### config.mk
export PLATFORM = sky130hd
export DESIGN_NAME = mux8_rr_arbiter_flat
export DESIGN_NICKNAME = d
export VERILOG_FILES = /design/src/rtl/mux8_rr_arbiter_if.sv /design/src/rtl/mux8_rr_arbiter.sv /design/src/flat_wrapper.sv
export SDC_FILE = /design/constraint.sdc
export NUM_CORES = 1
export LEC_CHECK = 0
export ABC_AREA = 1
export BUFFER_PORTS_ARGS = -buffer_cell sky130_fd_sc_hd__clkbuf_2
export CAP_MARGIN = 20
export CORE_MARGIN = 2
export CORE_UTILIZATION = 45
export DETAILED_ROUTE_END_ITERATION = 12
export PLACE_DENSITY = 0.68
export SLEW_MARGIN = 20
export SYNTH_ARGS = -nofsm -noshare
export SYNTH_HDL_FRONTEND = slang
export SYNTH_SLANG_ARGS = --single-unit
### constraint.sdc
create_clock -name clk -period 5.4 [get_ports clk]
set_input_delay 0.81 -clock clk [delete_from_list [all_inputs] [get_ports clk]]
set_output_delay 0.81 -clock clk [all_outputs]
set_load 0.01 [all_outputs]
### src/rtl/mux8_rr_arbiter_if.sv
// Request/grant bundle between eight requesters and the round-robin mux arbiter.
// The master side is the requester pool and the slave side is the arbiter.
interface mux8_rr_arbiter_if;
  logic [7:0] req;
  logic [7:0] gnt;
  logic [2:0] sel;
  logic       busy;

  modport master (output req, input gnt, sel, busy);
  modport slave  (input req, output gnt, sel, busy);
endinterface

### src/rtl/mux8_rr_arbiter.sv
// Round-robin arbiter that shares one 8:1 mux between eight requesters.
// It has a per-grant hold budget, and the mux select stays stable for the whole grant.
module mux8_rr_arbiter #(
  parameter int unsigned MAX_HOLD = 8
) (
  input  logic               clk,
  input  logic               rst_n,
  mux8_rr_arbiter_if.slave   bus
);

  localparam int unsigned    HCW      = (MAX_HOLD == 0) ? 1 : $clog2(MAX_HOLD + 1);
  localparam logic [HCW-1:0] HOLD_MAX = HCW'(MAX_HOLD);
  // With an unlimited budget the counter is never used and stays at zero.
  localparam logic [HCW-1:0] HOLD_ONE = (MAX_HOLD == 0) ? '0 : HCW'(1);

  typedef enum logic {
    IDLE  = 1'b0,
    GRANT = 1'b1
  } state_e;

  state_e         state_q, state_d;
  logic [2:0]     ptr_q, ptr_d;
  logic [HCW-1:0] hold_q, hold_d;
  logic [7:0]     gnt_q, gnt_d;
  logic [2:0]     sel_q, sel_d;
  logic           busy_q, busy_d;

  logic [7:0]     others;
  logic [2:0]     next_start;
  logic           issue;
  logic [2:0]     issue_idx;

  // First requester found when scanning start, start+1, ... start+7, all modulo 8.
  function automatic logic [2:0] rr_winner(input logic [7:0] r, input logic [2:0] start);
    logic [2:0] idx;
    logic [2:0] w;
    logic       found;
    w     = start;
    found = 1'b0;
    for (int k = 0; k < 8; k++) begin
      idx = start + 3'(k);
      if (!found && r[idx]) begin
        w     = idx;
        found = 1'b1;
      end
    end
    return w;
  endfunction

  // NOTE: every signal gets its default value first, so no path leaves a value unassigned
  // and no latch is inferred.
  always_comb begin
    state_d    = state_q;
    ptr_d      = ptr_q;
    hold_d     = hold_q;
    gnt_d      = gnt_q;
    sel_d      = sel_q;
    busy_d     = busy_q;
    others     = bus.req & ~(8'h01 << sel_q);
    next_start = sel_q + 3'd1;
    issue      = 1'b0;
    issue_idx  = 3'd0;

    unique case (state_q)
      IDLE: begin
        if (|bus.req) begin
          issue     = 1'b1;
          issue_idx = rr_winner(bus.req, ptr_q);
        end
      end
      GRANT: begin
        if (!bus.req[sel_q]) begin
          ptr_d = next_start;
          if (|bus.req) begin
            issue     = 1'b1;
            issue_idx = rr_winner(bus.req, next_start);
          end else begin
            state_d = IDLE;
            gnt_d   = 8'h00;
            busy_d  = 1'b0;
          end
        end else if (MAX_HOLD != 0 && hold_q == HOLD_MAX && |others) begin
          // The scan reaches the current grantee last, so one of the other requesters wins.
          ptr_d     = next_start;
          issue     = 1'b1;
          issue_idx = rr_winner(bus.req, next_start);
        end else if (hold_q != HOLD_MAX) begin
          hold_d = hold_q + HCW'(1);
        end
      end
      default: state_d = IDLE;
    endcase

    if (issue) begin
      state_d = GRANT;
      gnt_d   = 8'h01 << issue_idx;
      sel_d   = issue_idx;
      busy_d  = 1'b1;
      hold_d  = HOLD_ONE;
    end
  end

  // NOTE: state registers use non-blocking assignments so that every flop samples
  // the values from before the edge.
  always_ff @(posedge clk or negedge rst_n) begin
    if (!rst_n) begin
      state_q <= IDLE;
      ptr_q   <= 3'd0;
      hold_q  <= '0;
      gnt_q   <= 8'h00;
      sel_q   <= 3'd0;
      busy_q  <= 1'b0;
    end else begin
      state_q <= state_d;
      ptr_q   <= ptr_d;
      hold_q  <= hold_d;
      gnt_q   <= gnt_d;
      sel_q   <= sel_d;
      busy_q  <= busy_d;
    end
  end

  assign bus.gnt  = gnt_q;
  assign bus.sel  = sel_q;
  assign bus.busy = busy_q;

endmodule

### src/flat_wrapper.sv
// flat-port wrapper written by rule: the top's interface ports become plain ports
module mux8_rr_arbiter_flat 
#(
  parameter int unsigned MAX_HOLD = 8
)
  (clk, rst_n, bus_req, bus_gnt, bus_sel, bus_busy);
  mux8_rr_arbiter_if bus_i ();
  input  logic clk;
  input  logic rst_n;
  input wire logic [$bits(bus_i.req)-1:0] bus_req;
  output wire logic [$bits(bus_i.gnt)-1:0] bus_gnt;
  output wire logic [$bits(bus_i.sel)-1:0] bus_sel;
  output wire logic [$bits(bus_i.busy)-1:0] bus_busy;
  assign bus_i.req = bus_req;
  assign bus_gnt = bus_i.gnt;
  assign bus_sel = bus_i.sel;
  assign bus_busy = bus_i.busy;
  mux8_rr_arbiter #(.MAX_HOLD(MAX_HOLD)) u_core (.clk(clk), .rst_n(rst_n), .bus(bus_i));
endmodule
==> results.toml, run 1 <==
[clock_network]
clock_latency_ns = 0.26
cts-root-buf = "clkbuf_8"
cts_sinks = 20
cts_tree = "built"
clockBufferDepth = 2
cts-resized-gates = 0
post_cts_buffers = 0
cts.htree.levels = 1
hold_buffers = 0
clk_pin_slew_worst_paths_ns = 0.07
cts_made_buffers = 3

[detailed_routing]
viasPerCell = 5.27
dr.pass1.iters = 4
routed_wl_um = 6700
drt_iter0_drc = 131
drc = 0
ant_nets = 0
wl_per_cell_um = 13.0
vias = 2711

[grt]
gr-total-overflow = 0
grt_pass1_vias = 2558
antenna_found_initial = 0
track_usage = 0.225
grt_pass1_wl_um = 11500
grt_max_degree = 21

[yosys]
yosysWarnings = 0
synthDistinctLibCells = 37
synth_cells = 426
synthesis.area_um2 = 2580
synth_edf_count = 0
async_reset_ff_frac = 1.00
syn-num-nets = 447
ys_seq_area_frac = 0.194
syn_avg_cell_area_um2 = 6.07
ys.flop_type = "dfrtp_1"
ys_seq_elements = 20

[final_layout]
multiInputGateArea_um2 = 1860
stdcell_area_um2 = 2750
num_antenna_cells = 0
seq_area_um2 = 500
final.fill_count = 597
syn_to_final_growth_pct = 6.53
nNetsFinal = 465
drive_above_1_share = 0.163

[timing]
slew_violations = 0
hold_viol = 0
worst_slack_ns = 1.74
period_share = 0.678
skew_ns = 0.00466
setup_violations = 0
rsz0062_at_grt = "false"
worst_pin_slew_ns = 0.568
hold_ws_ns = 0.485
finalCriticalPeriod_ns = 3.66
setup_tns_ns = 0
relSlewSlack = 0.619
max_freq_mhz = 273

[hold_path]
hold_depth = 2
holdCritPathClass = "flop to flop"

[setup_path]
cp_max_fo = 18
r2r_cells = 21
crit_required_ns = 5.55
startpoint_type = "flop"
cp.arrival_ns = 3.81
endpoint_kind = "flop"
critPathKind = "flop to flop"

[status]
status = "finished clean"

[die]
core-area_um2 = 5540
top_level_ports = 22
initial_utilization = 0.467
rows = 27
die_area_um2 = 6370
chipWidth_um = 79.8
die_h_um = 79.8

[placed_design]
post-dp-hpwl_um = 5320
gp_congestion = 0.946
placed_cell_area_um2 = 2710
dpl_worst_slack_ns = 1.81
portBuffers = 21

[flow_run]
max-cap-violations = 0
-- routing by layer --
metal / global-route usage / wire length [µm] / vias to the layer above
met4: 0.0525 / 53 / 0
met1: 0.314 / 3380 / 1223
met5: 0 / 0 / -
met3: 0.0226 / 289 / 8
li1: - / - / 1416
met2: 0.374 / 2980 / 64
-- cells in the mapped netlist, types with 3 or more instances --
master / n / area (µm²)
inv_1: 33 / 124
nor2_1: 21 / 78.8
nand2_2: 19 / 119
inv_2: 7 / 26.3
a21oi_1: 5 / 25.0
nand2_4: 4 / 45.0
o21ai_1: 6 / 30.0
o21ai_2: 3 / 26.3
nand4_1: 5 / 31.3
buf_4: 6 / 45.0
nand2_1: 166 / 623
nand3_2: 4 / 40.0
xor2_1: 8 / 70.1
ha_1: 11 / 138
o211ai_1: 3 / 22.5
o21ai_0: 12 / 60.1
nand3_1: 64 / 320
nor2_4: 3 / 33.8
xnor2_1: 3 / 26.3
dfrtp_1: 20 / 500
-- layout make-up --
cell class / instances / share of cell area
sequential: 20 / 0.182
timing repair buffer: 21 / 0.0382
inverter: 41 / 0.0568
clock buffer: 3 / 0.0150
multi-input combinational: 357 / 0.676
tap: 72 / 0.0327
-- final timing paths --
kind | slack, ns | end | from
setup / recovery | 1.74 | u_core.bus.gnt[1]$_DFFE_PN0P_ | u_core.bus.sel[0]$_DFFE_PN0P_
hold / removal | 0.49 | u_core.bus.busy$_DFFE_PN0P_ | u_core.bus.busy$_DFFE_PN0P_
setup reg to reg | 1.74 | u_core.bus.gnt[1]$_DFFE_PN0P_ | u_core.bus.sel[0]$_DFFE_PN0P_
hold reg to reg | 0.49 | u_core.bus.busy$_DFFE_PN0P_ | u_core.bus.busy$_DFFE_PN0P_
max in group asynchronous | 4.55 | u_core.bus.gnt[3]$_DFFE_PN0P_ | rst_n
min in group asynchronous | 0.51 | u_core.hold_q[2]$_DFFE_PN0P_ | rst_n
-- worst max-delay path, stage by stage, from the launching register on --
cell	delay, ns
dfrtp_1	0.64
inv_2	0.29
ha_1	0.60
inv_4	0.10
nand2_1	0.07
nand2_1	0.24
nand2_1	0.18
a21oi_1	0.08
a31oi_1	0.31
inv_2	0.10
nor2_4	0.18
nand2_2	0.08
nand2_1	0.06
inv_1	0.03
nand2_1	0.05
nand2_1	0.05
nand2_1	0.05
nand2_1	0.09
nand2_2	0.12
inv_2	0.08
nand2_1	0.07
nand2_1	0.05
-- state kept, by name, indices dropped and copies added, names as in the netlist --
name	cells
u_core.bus.sel	3
u_core.bus.gnt	8
u_core.hold_q	4
u_core.bus.busy	1
u_core.state_q	1
u_core.ptr_q	3
-- metrics by stage --
stage	util	cells
finish	0.497	514
global route	0.497	514
CTS	0.497	514
detailed placement	0.490	511
global placement	0.490	511
floorplan	-	426
-- cell usage in the layout, fill, tap and decap left out, drive strengths merged --
cell / instances
a21oi: 6
dfrtp: 20
o21a: 2
nand3b: 1
o21ai: 21
o22ai: 1
a31oi: 2
nor4: 2
nand4: 5
nand3: 69
clkbuf: 24
o211ai: 3
and2: 1
nor2: 26
xnor2: 4
nand2: 189
a22oi: 1
a211oi: 1
nor3: 2
xor2: 8
o21bai: 2
inv: 41
ha: 11
-- cells by family (layout without fill, tap and decap cells) --
| group | after synthesis | count (layout) | share of synthesized area |
|---|---|---|---|
| AO/OA/AOI/OAI | 39 | 39 | 0.0915 |
| XOR/XNOR | 12 | 12 | 0.0436 |
| adder cells (fa/ha/maj) | 11 | 11 | 0.0532 |
| buffers and inverters | 49 | 65 | 0.0866 |
| flip-flops | 20 | 20 | 0.194 |
| AND/OR/NAND/NOR | 295 | 295 | 0.531 |
Power of run 1 is left out: the tool's default activity adds up to more than one toggle a clock period on the data nets, which glitch-free logic cannot reach.
==> inputs of run 2 (changes only) <==
- PLACE_DENSITY: 0.68 -> 0.7
- clock period: 5.4 -> 3.3 ns (I/O delays scaled with it)
==> run 2 against run 1 <==
  * Die area stayed put
  * Worst hold slack worse by 0.30 ns
  * Critical path depth is 1 lower
  * Global-route usage is 1.4 points lower
  * Count of clock-buffer cells in the layout stayed put
  * Routed wire length is 4.7% lower
  * Worst setup slack worse by 1.4 ns
  * Core utilization is 1.7 points higher
  * Cell count is 1.6% higher
  * Clock skew is 0.0029 ns lower
  * First-iteration DRC count is 14% lower
  * Critical path type unchanged
  * Critical endpoint is now u_core.bus.gnt[0]$_DFFE_PN0P_
  * Largest cell class unchanged
==> results.toml, run 2 (synthesis results as in run 1) <==
[status]
status = "finished clean"

[placed_design]
gp_congestion = 0.882
portBuffers = 21
post-dp-hpwl_um = 5190
placed_cell_area_um2 = 2770

[die]
rows = 27
die_h_um = 79.8
core-area_um2 = 5540
chipWidth_um = 79.8
initial_utilization = 0.467
die_area_um2 = 6370
top_level_ports = 22

[timing]
worst_pin_slew_ns = 0.491
skew_ns = 0.00173
setup_tns_ns = 0
relSlewSlack = 0.672
period_share = 0.911
rsz0062_at_grt = "false"
max_freq_mhz = 333
hold_viol = 0
slew_violations = 0
setup_violations = 0
finalCriticalPeriod_ns = 3.01

[setup_path]
cp_max_fo = 8
endpoint_kind = "flop"
crit_required_ns = 3.47
critPathKind = "flop to flop"
regToRegSetupSlack_ns = 0.29
r2r-start = "u_core.bus.sel[1]$_DFFE_PN0P_"
r2r_cells = 20
cp.arrival_ns = 3.18
startpoint_type = "flop"
reg2reg_to = "u_core.bus.gnt[0]$_DFFE_PN0P_"

[final_layout]
stdcell_area_um2 = 2850
num_antenna_cells = 0
drive_above_1_share = 0.187
nNetsFinal = 472
most-common-layout-cells = "165 x nand2_1, 64 x nand3_1, 33 x inv_1, 21 x nor2_1, 21 x clkbuf_2"
syn_to_final_growth_pct = 10.2
largest_register_ffs = 8
final.fill_count = 578
layout_commonest_cell = "nand2_1"

[detailed_routing]
dr.pass1.iters = 6
viasPerCell = 5.18
routed_wl_um = 6390
wl_per_cell_um = 12.2
ant_nets = 0
drc = 0
drt_iter0_drc = 113
vias = 2703

[flow_run]
max-cap-violations = 0

[clock_network]
cts_tree = "built"
clock_latency_ns = 0.26
clockBufferDepth = 2
cts-root-buf = "clkbuf_8"
cts.htree.levels = 1
hold_buffers = 0
cts_made_buffers = 3
clk_pin_slew_worst_paths_ns = 0.07
cts_sinks = 20

[grt]
track_usage = 0.211
grt_pass1_wl_um = 11000
grt_max_degree = 21
antenna_found_initial = 0
gr-total-overflow = 0
grt_pass1_vias = 2500

[hold_path]
holdCritPathClass = "input pin to asynchronous set/reset pin"
==> run 2: cell count changes in the layout (fill, tap and decap cells not counted) <==
cell and delta:
bufinv_16 +1, dfrtp_2 +1, buf_4 +7, nand2_2 +1, nand2_1 -1, ha_2 +1
dfrtp_1 -1, a31oi_1 -1, a31oi_2 +1, ha_1 -1
==> run 2: stage by stage <==
| step | hold WS [ns] | util | setup WS (ns) | cells |
|---|---|---|---|---|
| after floorplan | 0.199 | - | 0.489 | 426 |
| after global placement | 0.465 | 0.499 | 0.300 | 518 |
| after detailed placement | 0.462 | 0.499 | 0.218 | 518 |
| after CTS | 0.195 | 0.512 | 0.198 | 522 |
| after global routing | 0.217 | 0.514 | 0.0150 | 522 |
| final | 0.184 | 0.514 | 0.293 | 522 |
==> run 2: final cells by class <==
type                       instances  area [µm²]  share of cell area
sequential                        20         502               0.176
inverter                          41         156              0.0549
multi-input combinational        357        1870               0.657
timing repair buffer              28         158              0.0553
clock buffer                       3        41.3              0.0145
clock inverter                     1        30.0              0.0105
tap                               72        90.1              0.0316
==> run 2: worst max-delay path, stage by stage, from the launching register on <==
cell and delay [ns]:
dfrtp_2 0.43, inv_1 0.11, ha_1 0.39, buf_4 0.20, nand2_1 0.06, nand2_1 0.17
nand2_1 0.14, nand3_2 0.08, nand2_2 0.12, nand3_4 0.10, nor2_4 0.13, nand2_2 0.09
nor2_2 0.13, nand2_1 0.06, nand2_1 0.07, nand2_1 0.06, nand3b_1 0.09, nand2_1 0.09
inv_2 0.10, nand3_2 0.09, o21bai_1 0.19
==> run 2: worst max path at each step <==
stage                             startpoint                            end  slack, ns  depth (start not counted)
2_1_floorplan  u_core.bus.sel[0]$_DFFE_PN0P_  u_core.bus.gnt[1]$_DFFE_PN0P_       0.49                         25
3_3_place_gp   u_core.bus.sel[1]$_DFFE_PN0P_  u_core.bus.gnt[1]$_DFFE_PN0P_       0.30                         20
6_report       u_core.bus.sel[1]$_DFFE_PN0P_  u_core.bus.gnt[0]$_DFFE_PN0P_       0.29                         20
5_1_grt        u_core.bus.sel[1]$_DFFE_PN0P_  u_core.bus.gnt[1]$_DFFE_PN0P_       0.02                         23
4_1_cts        u_core.bus.sel[1]$_DFFE_PN0P_  u_core.bus.gnt[1]$_DFFE_PN0P_       0.20                         20
3_5_place_dp   u_core.bus.sel[1]$_DFFE_PN0P_  u_core.bus.gnt[1]$_DFFE_PN0P_       0.22                         20
==> run 2: repair_timing <==
item                                   CTS  global route
endpoints found under the hold margin    0             0
setup endpoints to repair                0             9
resized for setup                        0             4
buffers inserted                         0             0
==> run 2: metal layers <==
metal  vias to the layer above  wire, µm  global-route usage
li1                       1425         -                   -
met1                      1230      3220               0.296
met2                        46      2860               0.353
met3                         2       289              0.0362
met4                         0        18              0.0220
met5                         -         0                   0
Power of run 2 is left out for the same reason.
